$ cat config.mk
export PLATFORM = sky130hd
export DESIGN_NAME = slice_sequencer
export DESIGN_NICKNAME = d
export VERILOG_FILES = /design/src/rtl/prores_seq_pkg.sv /design/src/rtl/seq_window_decode.sv /design/src/rtl/slice_sequencer.sv
export SDC_FILE = /design/constraint.sdc
export NUM_CORES = 1
export LEC_CHECK = 0
export CAP_MARGIN = 20
export CORE_ASPECT_RATIO = 1.75
export CORE_MARGIN = 1
export CORE_UTILIZATION = 30
export DETAILED_ROUTE_END_ITERATION = 8
export HOLD_SLACK_MARGIN = 0.05
export SLEW_MARGIN = 20
export SYNTH_ARGS = -nofsm -noshare
export SYNTH_HDL_FRONTEND = slang
export SYNTH_SLANG_ARGS = --single-unit
$ cat constraint.sdc
create_clock -name clock -period 4.32 [get_ports clock]
set_clock_uncertainty 0.2 [all_clocks]
set_input_delay 0.864 -clock clock [delete_from_list [all_inputs] [get_ports clock]]
set_output_delay 0.864 -clock clock [all_outputs]
set_load 0.01 [all_outputs]
$ cat src/rtl/prores_seq_pkg.sv
// prores_seq_pkg: shared FSM state type and default pipeline timing for the slice sequencer.
// Revision 1.0
`default_nettype none

package prores_seq_pkg;

    typedef enum logic [1:0] {
        IDLE = 2'd0,
        RUN  = 2'd1,
        DONE = 2'd2
    } seq_state_t;

    localparam int DCT_TIME_DEFAULT  = 12;
    localparam int VLC_DRAIN_DEFAULT = 4;

endpackage

`default_nettype wire

$ cat src/rtl/seq_window_decode.sv
// seq_window_decode: decodes feed / VLC windows and the last RUN cycle from the slice counter.
// Revision 1.0
`default_nettype none

module seq_window_decode
    import prores_seq_pkg::*;
#(
    parameter int CNT_W     = 32,
    parameter int BLK_W     = 16,
    parameter int DCT_TIME  = DCT_TIME_DEFAULT,
    parameter int VLC_DRAIN = VLC_DRAIN_DEFAULT
) (
    input  logic             running,
    input  logic [CNT_W-1:0] count,
    input  logic [BLK_W-1:0] blocks,
    output logic             feed,
    output logic             vlc_init,
    output logic             vlc_window,
    output logic             last_cycle
);

    logic [CNT_W-1:0] n_ext;
    logic [CNT_W-1:0] dct_start;
    logic [CNT_W-1:0] vlc_end;
    logic [CNT_W-1:0] last_idx;

    // blocks is never zero while running, so none of these subtractions underflow.
    assign n_ext     = CNT_W'(blocks);
    assign dct_start = CNT_W'(DCT_TIME);
    assign vlc_end   = dct_start + n_ext - CNT_W'(1);
    assign last_idx  = vlc_end + CNT_W'(VLC_DRAIN);

    assign feed       = running && (count < n_ext);
    assign vlc_init   = running && (count == dct_start - CNT_W'(1));
    assign vlc_window = running && (count >= dct_start) && (count <= vlc_end);
    assign last_cycle = running && (count == last_idx - CNT_W'(1));

endmodule

`default_nettype wire

$ cat src/rtl/slice_sequencer.sv
// slice_sequencer: per-slice DCT feed / VLC timing FSM; optional slice_count via SLICE_SEQUENCER_SLICE_COUNT_EN.
// Revision 1.0
`default_nettype none

module slice_sequencer
    import prores_seq_pkg::*;
#(
    parameter int CNT_W     = 32,
    parameter int BLK_W     = 16,
    parameter int DCT_TIME  = DCT_TIME_DEFAULT,
    parameter int VLC_DRAIN = VLC_DRAIN_DEFAULT
) (
    input  logic             clock,
    input  logic             reset_n,
    input  logic             slice_start,
    input  logic [BLK_W-1:0] block_num,
    output logic             slice_ready,
    output logic [CNT_W-1:0] sequence_counter,
    output logic             sequence_valid,
    output logic             feed_valid,
    output logic             vlc_reset,
    output logic             vlc_valid,
    output logic             slice_done
`ifdef SLICE_SEQUENCER_SLICE_COUNT_EN
    ,
    output logic [31:0]      slice_count
`endif
);

    generate
        if (BLK_W >= CNT_W) begin : g_width_check
            $error("slice_sequencer: BLK_W must be smaller than CNT_W");
        end
    endgenerate

    seq_state_t       state;
    logic [BLK_W-1:0] blocks;
    logic             last_cycle;

    seq_window_decode #(
        .CNT_W     (CNT_W),
        .BLK_W     (BLK_W),
        .DCT_TIME  (DCT_TIME),
        .VLC_DRAIN (VLC_DRAIN)
    ) u_window (
        .running    (state == RUN),
        .count      (sequence_counter),
        .blocks     (blocks),
        .feed       (feed_valid),
        .vlc_init   (vlc_reset),
        .vlc_window (vlc_valid),
        .last_cycle (last_cycle)
    );

    always_ff @(posedge clock or posedge reset_n) begin
        if (reset_n) begin
            state            <= IDLE;
            blocks           <= '0;
            sequence_counter <= '0;
            sequence_valid   <= 1'b0;
            slice_ready      <= 1'b1;
            slice_done       <= 1'b0;
        end else begin
            case (state)
                IDLE: begin
                    if (slice_start && (block_num != '0)) begin
                        state            <= RUN;
                        blocks           <= block_num;
                        sequence_counter <= '0;
                        sequence_valid   <= 1'b1;
                        slice_ready      <= 1'b0;
                    end
                end
                RUN: begin
                    sequence_counter <= sequence_counter + CNT_W'(1);
                    if (last_cycle) begin
                        state      <= DONE;
                        slice_done <= 1'b1;
                    end
                end
                DONE: begin
                    state            <= IDLE;
                    sequence_counter <= '0;
                    sequence_valid   <= 1'b0;
                    slice_done       <= 1'b0;
                    slice_ready      <= 1'b1;
                end
                default: begin
                    state <= IDLE;
                end
            endcase
        end
    end

`ifdef SLICE_SEQUENCER_SLICE_COUNT_EN
    always_ff @(posedge clock or posedge reset_n) begin
        if (reset_n) begin
            slice_count <= '0;
        end else if (state == DONE) begin
            slice_count <= slice_count + 32'd1;
        end
    end
`endif

endmodule

`default_nettype wire

==> metrics <==
CTS tree built; fill cell total of the finished layout 1783; leading post-synthesis cells by instance count sky130_fd_sc_hd__o21ai_0, sky130_fd_sc_hd__nand2_1, sky130_fd_sc_hd__ha_1; vias per cell 5.37; insertion delay to the later sink of the worst-skew pair 320 ps; Synth Area in Adders 12.4%; multiplexer fraction of the synthesized cell area 1.53%; violated checks setup timing; # H-tree levels 2; XOR/XNOR share of the synthesized area 10.7%; area share of the leading cell type in the synthesized netlist 23.8%; clock sink count 53; first-pass GRT wire length 31.1 mm; count of flip-flops with a built-in enable after synthesis 0; Cells after Synth 658; boundary pin count 57; # Max-Cap Violations 0; number of violations reported at the end of detailed-routing iteration 0 242; number of distinct standard cells referenced by the synthesized netlist 82; critical path cell sequence inv_4, ha_4, buf_4, xor2_2, buf_4, and2b_1, buf_4, nand4_4, buf_4, nor3_1, a31o_1, and2_0, ha_1, a21oi_1, nand2_1, a221o_1, a21oi_2, o21ai_2, a221oi_2, buf_2; I/O Buffers 56; Area contributors post-synth sky130_fd_sc_hd__dfrtp_1, sky130_fd_sc_hd__ha_1, sky130_fd_sc_hd__xnor2_1; hold violation count in the final report 0; fraction of registers with async set/reset 100%; synthesized flop and latch total 53; post-cts hold buffer count 0; Syn Std Cell Area 5470 um^2; count of synthesis-stage warnings from yosys 0; status finished with violations; post-placement setup slack -816 ps; highest ir drop seen on vdd 197 uV; post-synthesis share of cell area spent on and, or, nand and nor gates 26.1%; Mapped Nets 731; via count 5823; path type of the worst min-delay path reg2reg; power density over the cells 459 nW/um^2; WHS 313 ps; Seq/Total Area, Yosys 24.3%; leakage 3.42 nW; cell at the root of the clock tree sky130_fd_sc_hd__clkbuf_16; worst-case setup margin in the final layout -606 ps; cell taking the most area after synthesis sky130_fd_sc_hd__dfrtp_1; time the worst path needs with I/O delays and setup 4930 ps; largest incremental delay on the critical path 410 ps; maximum fanout along the worst path 5; clock-pin slew reported for the worst setup and hold paths after clock tree synthesis 80 ps; antenna violations before repair 0; cell area reported after detailed placement 7420 um^2; final cell count without fillers 1085; Final Instance Area 7820 um^2; RSZ-0062 raised after global routing true; cell with the largest stage delay on the worst path sky130_fd_sc_hd__dfrtp_1; Worst Path Buf+Inv 6; worst-case clock buffer depth 2; overall track demand over capacity in global routing 21.2%; number of global-route vias before repair 6072; combinational family with the most area after synthesis simple AND/OR/NAND/NOR gates; starting density of the core 30.4%; placeable core region 18000 um^2; Num CTS Buffers 5; area added between synthesis and finish 43.0%; first drt pass iteration count 5; most numerous cell in the Yosys netlist sky130_fd_sc_hd__o21ai_0; area enclosed by the die boundary 18800 um^2; GRT overflow 0; remaining number of nets flagged by the antenna check after routing 0; period utilization 114%; achievable frequency 0.203 GHz; type of element capturing the critical path output port; Remaining DRCs 0; worst endpoint required time 3260 ps; total half-perimeter wirelength after legalization and detailed placement 15.5 mm; data arrival time of the worst path 3860 ps; share of layout cells above drive strength 1 27.5%; transition time at the pin with the least slew margin 794 ps; share of the synthesized area in compound gates (AO/OA/AOI/OAI) 20.3%; cell count after placement 1067; count of standard-cell rows 65; endpoints failing setup 1; Final Total Pwr 0.00359 W; kind of start point of the critical path flop; chip width 104 um; maximum number of pins on one net before global-route repair 37; final slew viol count 0; Main synth FF type sky130_fd_sc_hd__dfrtp_1; Setup Crit Path Kind reg2out; Net count, final 923; post-detailed-route wirelength per cell 17.6 um; worst relative slew slack 46.7%; floorplan die height 181 um; Inserted Diodes 0; GP Congestion 0.913; Total Routed Length 19.1 mm; Post-Synthesis Mean Instance Area 8.31 um^2; most used cell along the critical path sky130_fd_sc_hd__buf_4; family with the most delay on the worst path compound AO/OA/AOI/OAI gates
power breakdown:
group | switching [W] | internal [W]
registers | 0.0000889 | 0.000575
logic | 0.00123 | 0.00126
clock network | 0.000216 | 0.000219
total | 0.00153 | 0.00205
cells in the final DEF, fill, tap and decap left out, types with 5 or more instances in the layout:
cell type | Yosys | routed
sky130_fd_sc_hd__buf_4 | 1 | 161
sky130_fd_sc_hd__o21ai_0 | 69 | 63
sky130_fd_sc_hd__nand2_1 | 60 | 60
sky130_fd_sc_hd__clkdlybuf4s50_1 | 0 | 54
sky130_fd_sc_hd__ha_1 | 54 | 51
sky130_fd_sc_hd__dfrtp_1 | 52 | 51
sky130_fd_sc_hd__xnor2_1 | 43 | 38
sky130_fd_sc_hd__nand4_1 | 32 | 32
sky130_fd_sc_hd__nor2_1 | 29 | 27
sky130_fd_sc_hd__inv_1 | 27 | 23
sky130_fd_sc_hd__a21oi_1 | 22 | 20
sky130_fd_sc_hd__and3_1 | 16 | 16
sky130_fd_sc_hd__nand3_1 | 15 | 14
sky130_fd_sc_hd__nor4_1 | 16 | 14
sky130_fd_sc_hd__nor3_1 | 16 | 14
sky130_fd_sc_hd__a21o_1 | 13 | 13
sky130_fd_sc_hd__o21a_1 | 14 | 13
sky130_fd_sc_hd__xor2_1 | 14 | 13
sky130_fd_sc_hd__a31oi_1 | 9 | 8
sky130_fd_sc_hd__nor2b_1 | 7 | 7
sky130_fd_sc_hd__and2_1 | 7 | 7
sky130_fd_sc_hd__and4_1 | 9 | 7
sky130_fd_sc_hd__o21ai_1 | 2 | 7
sky130_fd_sc_hd__xnor2_2 | 2 | 7
sky130_fd_sc_hd__nand2b_1 | 6 | 6
sky130_fd_sc_hd__mux2i_1 | 5 | 5
sky130_fd_sc_hd__o211ai_1 | 5 | 5
sky130_fd_sc_hd__clkbuf_16 | 0 | 5
per-stage QoR:
stage               TNS [ps]  utilization [%]
floorplan               -198                -
global placement       -1190             41.3
detailed placement     -1110             41.3
CTS                     -684             42.4
global route           -1020             43.5
finish                  -606             43.5
flip-flops by register name, summed over array words and instances (netlist names):
register          cells
slice_done            1
blocks               16
sequence_valid        1
sequence_counter     32
state                 2
slice_ready           1
metal layers:
| metal | track usage [%] | vias to the layer above | share of wire [%] |
|---|---|---|---|
| met3 | 1.95 | 62 | 2.3 |
| li1 | - | 2826 | - |
| met2 | 41.5 | 138 | 56 |
| met5 | 0 | - | 0 |
| met4 | 16.2 | 0 | 7.3 |
| met1 | 19.6 | 2797 | 34 |
layout make-up:
type	count	area, um^2	share of cell area, %
sequential	53	1330	17.0
tap	234	293	3.74
multi-input combinational	544	4160	53.1
inverter	27	104	1.33
timing repair buffer	219	1790	22.9
clock buffer	5	125	1.60
clock inverter	3	25.0	0.320
repair_timing:
| action | CTS | global route |
|---|---|---|
| setup buffers | 1 | 9 |
| resized for setup | 18 | 30 |
| pin swaps | 16 | 20 |
| endpoints found under the setup margin | 2 | 4 |
cells by family after synthesis:
| group | Yosys count |
|---|---|
| AO/OA/AOI/OAI | 173 |
| XOR/XNOR | 61 |
| adder cells (fa/ha/maj) | 54 |
| buffers and inverters | 61 |
| flip-flops | 53 |
| multiplexers | 8 |
| AND/OR/NAND/NOR | 248 |
worst register-to-register path, delay by kind of cell, from the launching register on:
kind	cells	cell delay, ps
AOI/OAI and AO/OA	5	1370
and+or+nand+nor	4	1040
buffers and inverters	5	780
DFF	1	420
xor gates and xnor gates	2	300
path summary, 6_finish.rpt:
kind                             start              endpoint  slack (ps)  depth (start not counted)
min                        slice_ready           slice_ready         310                          1
max                          blocks[2]             vlc_valid        -610                         20
min reg2reg                slice_ready           slice_ready         310                          1
min in group asynchronous      reset_n  sequence_counter[10]         820                          2
max reg2reg                  blocks[2]              state[0]         110                         16
max in group asynchronous      reset_n             blocks[6]        2310                          3
Note: power is estimated with default switching activity, not from simulation.
